## src/rtl/wave_render_mc.sv

```systemverilog
// Multi-channel waveform renderer: reads CH_NUM channels from a shared-address capture RAM in step
// with the VGA scan and flags per-channel trace hits 3 clk later. Optional grid: GRID_OVERLAY_EN.
`timescale 1ns/1ps
module wave_render_mc #(
    parameter int CH_NUM  = 2,
    parameter int DATA_W  = 12,
    parameter int ADDR_W  = 10,
    parameter int X_START = 0,
    parameter int Y_TOP   = 112,
    parameter int Y_BASE  = 368
) (
    input  logic                     clk,
    input  logic                     rst_n,
    input  logic [9:0]               pixel_xpos,
    input  logic [9:0]               pixel_ypos,
    output logic                     ram_rd_en,
    output logic [ADDR_W-1:0]        ram_rd_addr,
    input  logic [CH_NUM*DATA_W-1:0] ram_rd_data,
    input  logic [3:0]               cfg_shift,
    input  logic                     cfg_connect,
    input  logic                     freeze_req,
    output logic                     frame_frozen,
    output logic [CH_NUM-1:0]        vga_wave,
    output logic                     vga_grid
);

    localparam logic [31:0]       X_LO      = X_START;
    localparam logic [31:0]       X_HI      = X_START + (1 << ADDR_W);
    localparam logic [31:0]       Y_TP      = Y_TOP;
    localparam logic [31:0]       Y_BS      = Y_BASE;
    localparam logic [10:0]       Y_TOP_11  = 11'(Y_TOP);
    localparam logic [10:0]       Y_BASE_11 = 11'(Y_BASE);
    localparam logic [DATA_W-1:0] Y_SPAN_D  = DATA_W'(Y_BASE - Y_TOP);

    logic       in_x, in_y, first_col, frame_start;
    logic [9:0] x_off;

    assign in_x        = ({22'd0, pixel_xpos} >= X_LO) && ({22'd0, pixel_xpos} < X_HI);
    assign in_y        = ({22'd0, pixel_ypos} >= Y_TP) && ({22'd0, pixel_ypos} <= Y_BS);
    assign x_off       = pixel_xpos - X_LO[9:0];
    assign first_col   = (pixel_xpos == X_LO[9:0]);
    assign frame_start = (pixel_xpos == 10'd0) && (pixel_ypos == 10'd0);

    logic [9:0] ypos_d1_reg, ypos_d2_reg;
    logic       in_x_d1_reg, in_x_d2_reg;
    logic       in_y_d1_reg, in_y_d2_reg;
    logic       first_d1_reg, first_d2_reg;

    logic [CH_NUM-1:0][10:0] y_c;
    logic [CH_NUM-1:0][10:0] prev_y_reg;
    logic [CH_NUM-1:0]       wave_next;
    logic [10:0]             ypos_11;

    assign ypos_11 = {1'b0, ypos_d2_reg};

    // RAM data arrives one cycle after the address register, so stage 1 is combinational on
    // ram_rd_data and stage 2 registers the hit: three clocks from pixel to vga_wave.
    generate
        for (genvar gi = 0; gi < CH_NUM; gi++) begin : g_ch
            logic [DATA_W-1:0] samp;
            logic [10:0]       prev_eff, lo, hi;
            logic              hit;

            assign samp     = ram_rd_data[gi*DATA_W +: DATA_W] >> cfg_shift;
            assign y_c[gi]  = (samp > Y_SPAN_D) ? Y_TOP_11 : (Y_BASE_11 - 11'(samp));
            assign prev_eff = first_d2_reg ? y_c[gi] : prev_y_reg[gi];
            assign lo       = (prev_eff < y_c[gi]) ? prev_eff : y_c[gi];
            assign hi       = (prev_eff < y_c[gi]) ? y_c[gi] : prev_eff;
            assign hit      = cfg_connect ? ((ypos_11 >= lo) && (ypos_11 <= hi))
                                          : (ypos_11 == y_c[gi]);
            assign wave_next[gi] = hit & in_x_d2_reg & in_y_d2_reg;
        end
    endgenerate

    always_ff @(posedge clk or negedge rst_n) begin
        if (!rst_n) begin
            ram_rd_en    <= 1'b0;
            ram_rd_addr  <= '0;
            ypos_d1_reg  <= '0;
            ypos_d2_reg  <= '0;
            in_x_d1_reg  <= 1'b0;
            in_x_d2_reg  <= 1'b0;
            in_y_d1_reg  <= 1'b0;
            in_y_d2_reg  <= 1'b0;
            first_d1_reg <= 1'b0;
            first_d2_reg <= 1'b0;
            prev_y_reg   <= '0;
            vga_wave     <= '0;
            frame_frozen <= 1'b0;
        end else begin
            ram_rd_en <= in_x;
            if (in_x) begin
                ram_rd_addr <= x_off[ADDR_W-1:0];
            end
            ypos_d1_reg  <= pixel_ypos;
            ypos_d2_reg  <= ypos_d1_reg;
            in_x_d1_reg  <= in_x;
            in_x_d2_reg  <= in_x_d1_reg;
            in_y_d1_reg  <= in_y;
            in_y_d2_reg  <= in_y_d1_reg;
            first_d1_reg <= first_col;
            first_d2_reg <= first_d1_reg;
            prev_y_reg   <= y_c;
            vga_wave     <= wave_next;
            // Freeze state changes only on frame boundaries so the writer sees whole frames.
            if (frame_start) begin
                frame_frozen <= freeze_req;
            end
        end
    end

`ifdef GRID_OVERLAY_EN
    logic       grid_now, grid_d1_reg, grid_d2_reg;
    logic [4:0] y_rel;

    assign y_rel    = Y_BS[4:0] - pixel_ypos[4:0];
    assign grid_now = in_x && in_y && ((x_off[5:0] == 6'd0) || (y_rel == 5'd0) ||
                      (pixel_ypos == Y_TP[9:0]) || (pixel_ypos == Y_BS[9:0]));

    always_ff @(posedge clk or negedge rst_n) begin
        if (!rst_n) begin
            grid_d1_reg <= 1'b0;
            grid_d2_reg <= 1'b0;
            vga_grid    <= 1'b0;
        end else begin
            grid_d1_reg <= grid_now;
            grid_d2_reg <= grid_d1_reg;
            vga_grid    <= grid_d2_reg;
        end
    end
`else
    assign vga_grid = 1'b0;
`endif

endmodule

```

## config.mk

```make
export PLATFORM = sky130hd
export DESIGN_NAME = wave_render_mc
export DESIGN_NICKNAME = d
export VERILOG_FILES = /design/src/rtl/wave_render_mc.sv
export SDC_FILE = /design/constraint.sdc
export NUM_CORES = 1
export LEC_CHECK = 0
export ABC_AREA = 1
export CELL_PAD_IN_SITES_DETAIL_PLACEMENT = 0
export CELL_PAD_IN_SITES_GLOBAL_PLACEMENT = 2
export CORE_AREA = 2 2 152 124
export CTS_CLUSTER_DIAMETER = 80
export DETAILED_ROUTE_END_ITERATION = 7
export DIE_AREA = 0 0 154 126
export PLACE_DENSITY_LB_ADDON = 0.1
export SYNTH_ARGS = -nofsm -noshare
export SYNTH_HDL_FRONTEND = slang
export SYNTH_SLANG_ARGS = --single-unit
```

## constraint.sdc

```tcl
create_clock -name clk -period 4.9 [get_ports clk]
set_input_delay 0.735 -clock clk [delete_from_list [all_inputs] [get_ports clk]]
set_output_delay 0.735 -clock clk [all_outputs]
set_load 0.01 [all_outputs]
```

# Word-level counts from Yosys, hierarchy flattened
# Cells that the tools add are included.
# op_classes
addsub	2
order_cmp	10
eq_ne	2
n_shift	2
n_mux	10
bitwise_logic	4
n_reduce_logical	6
# ops
op	count
11-bit two-way mux	8
12-bit by 9-bit > comparator with 1-bit output, second input constant	2
12-bit by 4-bit right shift with 12-bit output	2
10-bit by 11-bit == test with 1-bit output	2
10-bit by 11-bit greater-or-equal comparator with 1-bit output	2
10-bit by 11-bit <= comparator with 1-bit output	2
11-bit less-than comparator	2
9-bit by 11-bit subtractor with 11-bit output, first input constant	2
10-bit logical NOT	2
10-bit by 7-bit greater-or-equal comparator with 1-bit output, second input constant	1
10-bit by 9-bit <= comparator with 1-bit output, second input constant	1
1-bit AND	4
1-bit logical AND	4
1-bit two-way mux	2
# word_totals
reg_bits	61
input_bits	52
word_cells	49

# Depth between registers and ports, before layout
# depth
word_depth	11
ltp_mapped	41
ltp_nobuf	38

# Worst setup path before layout
# OpenSTA, ideal clock, no wires.
# synth_timing
path_kind	input to register
from	input cfg_shift[3]
to	register vga_wave[1]
arrival_ps	5051
required_time_ps	4829
path_slack_ps	-222
path_stages	32
n_path_buf	4
path_cell_list	buf_2 > clkinv_1 > buf_2 > nand3_1 > nand2_1 > ha_1 > nand2_1 > nor2_2 > nand3_2 > nand2_4 > buf_4 > nand2_1 > o21ai_0 > inv_1 > ha_1 > a21oi_1 > nor2_1 > a211oi_1 > o221a_2 > nand2_1 > buf_4 > nand2_1 > o21ai_1 > ha_1 > nand2_1 > or4_1 > nand4_1 > a21oi_1 > or2_2 > inv_1 > a21oi_1 > nor2_1
# synth_rtl
element	line_no	text
from (decl)	19	input logic [3:0] cfg_shift,
to (signal assigned)	104	vga_wave <= wave_next;
to (decl)	23	output logic [CH_NUM-1:0] vga_wave,

==> summary.md <==
| Metric | Value |
|---|---|
| Status | complete, but fails checks |
| Violated checks | setup timing |
| Largest register FFs | 22 |
| Largest area contributor in the netlist | dfrtp_1 |
| Tot Pwr | 2.70 mW |
| Critical path arrival | roughly 5.3 ns |
| Critical Path Sink Type | register |
| Detail Placement HPWL | roughly 15000 µm |
| Async set-reset flop share out of synthesis | 1.00 |
| Fill cell count | ~1700 |
| Number of stages on the worst setup path | 37 |
| CTS tree | yes |
| Vias in the first global route | 6907 |
| Seq/Total Area, Yosys | 0.280 |
| Synth top area share | 0.280 |
| Final hold vios | 0 |
| Minimum clock period | just over 5 ns |
| Critical path's most frequent cell | nand2_4 |
| Worst-path clk slew | ~0.060 ns |
| Fin util | 0.547 |
| Dpl cell area | 7650 µm² |
| Ports | between 60 and 70 |
| Worst Reg-to-Reg Cells | 24 |
| Layout area overhead | 79.4% |
| Setup WS post-layout | -0.151 ns |
| Final setup vio count | 2 |
| Gate count of the mapped netlist | ~820 |
| Pins Over Slew Limit | 0 |
| Fmax | ~0.20 GHz |
| Grt met1 use | 0.305 |
| Hold Buf Count CTS | 0 |
| DR pass1 iterations | 5 |
| Clock root buffer | clkbuf_16 |
| Max-Cap Viols | 0 |
| Final net count | about 1300 |
| Synth Warn # | 0 |
| Post-route cell area | between 9000 and 10000 µm² |
| CP startpoint kind | primary input |
| Vias per std cell | about 5 |
| Worst EP required | approximately 5.2 ns |
| Largest delay share family, worst path | simple AND/OR/NAND/NOR gates |
| Fraction of layout cells with a size suffix above 1 | 0.419 |
| Worst skew pair latency | around 0.33 ns |
| Placed cells | roughly 1300 |
| Effective utilization at floorplan | 0.305 |
| Post-synthesis register bit count | between 60 and 70 |
| Non-Filler Instances | 1380 |
| Row count | 44 |
| Largest net degree at the start of global routing | 62 |
| Hold Path Depth | 0 |
| Antenna diodes | 0 |
| Peak VDD IR | between 0.00015 and 0.0002 V |
| EDFF count, synth | 0 |
| Max incr delay on CP | ~0.5 ns |
| Post-Syn Area | roughly 5500 µm² |
| Remaining global-route overflow | 0 |
| Worst slew pin tran | just over 0.8 ns |
| CTS Buffer Depth | 2 |
| Per-cell routed wire length | about 15 µm |
| Synth area leaders | dfrtp_1, nand2_1, ha_1 |
| Port bufs | between 60 and 70 |
| Pwr/cell area | between 200 and 300 nW/µm² |
| Hold/Removal Path Class | reg -> reg |
| Die Span Y | between 100 and 150 µm |
| Remaining DRCs | 0 |
| 1st-iter DRT viols | between 300 and 400 |
| Top-count cell post-synth | nand2_1 |
| Width of the die | 154 µm |
| CP max-delay cell | or4_4 |
| Die area | around 19000 µm² |
| RSZ-0062 raised after global routing | true |
| TritonCTS Sinks | 61 |
| Worst path bufs/invs | 8 |
| Core area | 17900 µm² |
| Met3 Resource Use GR | 0.0334 |
| Top cells by count, synth | nand2_1, nand3_1, inv_1, ha_1, dfrtp_1 |
| Final WL | approximately 21000 µm |
| First-pass GRT wire length | around 34000 µm |
| Leak pwr | about 5 nW |
| Crit Path Max Fanout | 7 |
| GR peak layer | met2 |
| Post-Syn Area per Cell | about 6.7 µm² |
| GRT Total Usage | 0.220 |
| Met2 Usage GRT | 0.352 |
| Post-synth cell types | ~40 |
| Num CTS Buffers | 9 |
| Final ANT Viol Nets | 0 |
| Antenna violations before repair | 0 |
| Vias | between 6000 and 7000 |
| Clock Skew | between 0.005 and 0.006 ns |
| CP Class | in -> reg |
| Max H-tree Level | 3 |
| GP Congestion | about 0.86 |
| Final period util | 1.03 |
| Top_reg_cell synth | dfrtp_1 |
| Rel. slew slack | 0.463 |
cell usage in the layout (no fill, tap or decap), types with 4 or more instances in the layout:
master and instances:
o21ai_1 39, ha_1 49, nand2_2 41, nand2_4 12, a21oi_2 11, nand3_2 46, a21oi_1 19, nand3_1 68
nand2_1 223, inv_1 70, inv_2 10, buf_4 236, ha_4 12, o21ai_0 8, or2_2 6, buf_12 11
conb_1 10, dlygate4sd2_1 21, buf_6 19, clkdlybuf4s50_1 38, nor4_1 5, nor2_1 28, clkinv_4 5, clkbuf_16 10
o21ai_2 12, dfrtp_1 61, nor2_2 4, nand4_1 17, nand3_4 8
area by class of cell:
cell class | instances | area (µm²) | area share
repair buffers | 335 | 2950 | 0.301
clock buffers | 9 | 225 | 0.0230
multi-input cells | 651 | 4340 | 0.443
flip-flops and latches | 61 | 1530 | 0.156
inverters | 87 | 363 | 0.0371
well taps | 230 | 288 | 0.0294
clock inverters | 7 | 104 | 0.0106
routing by layer:
metal	vias to the layer above	share of wire
li1	3389	-
met1	3235	0.47
met2	181	0.45
met3	38	0.045
met4	0	0.030
met5	-	0
report_power, final:
part	switching, mW	internal (mW)	leakage [nW]
Clock	0.272	0.453	0.161
Combinational	0.685	0.718	4.10
Sequential	0.0251	0.542	0.725
worst paths after layout:
path	startpoint	slack [ns]	to
setup / recovery	cfg_shift[0]	-0.15	vga_wave[1]
hold / removal	in_y_d1_reg	0.34	in_y_d2_reg
setup reg to reg	first_d2_reg	0.71	vga_wave[1]
hold reg to reg	in_y_d1_reg	0.34	in_y_d2_reg
max in group asynchronous	rst_n	3.79	ypos_d2_reg[7]
min in group asynchronous	rst_n	0.56	prev_y_reg[9]
worst reg2reg max path, delay by kind of cell, from the launching register on:
| family | cells | cell delay [ns] |
|---|---|---|
| buffers and inverters | 6 | 0.97 |
| adders and majority gates | 2 | 0.50 |
| AOI/OAI and AO/OA | 7 | 0.82 |
| and+or+nand+nor | 9 | 1.34 |
| DFF | 1 | 0.49 |
through the flow:
stage,hold slack [ns],setup slack (ns),TNS (ns)
3_3_place_gp,0.334,-0.954,-1.88
5_1_grt,0.346,-0.397,-0.773
3_5_place_dp,0.337,-1.05,-2.05
2_1_floorplan,0.331,-0.0296,-0.0296
4_1_cts,0.345,-0.0569,-0.0761
6_report,0.343,-0.151,-0.238
cells by family after synthesis:
family / Yosys count / synth area share
other: 2 / 0.00138
and+or+nand+nor: 472 / 0.381
AOI/OAI and AO/OA: 106 / 0.106
DFF: 61 / 0.280
adders and majority gates: 62 / 0.142
buffers and inverters: 114 / 0.0882
muxes: 1 / 0.00206
timing repair:
action | 4_1_cts | 5_1_grt
gates cloned | 4 | 1
endpoints found under the setup margin | 2 | 2
gates resized for setup | 203 | 77
buffers inserted | 74 | 20
pin swaps | 118 | 60
No activity file was read; power rests on OpenSTA's default activity.
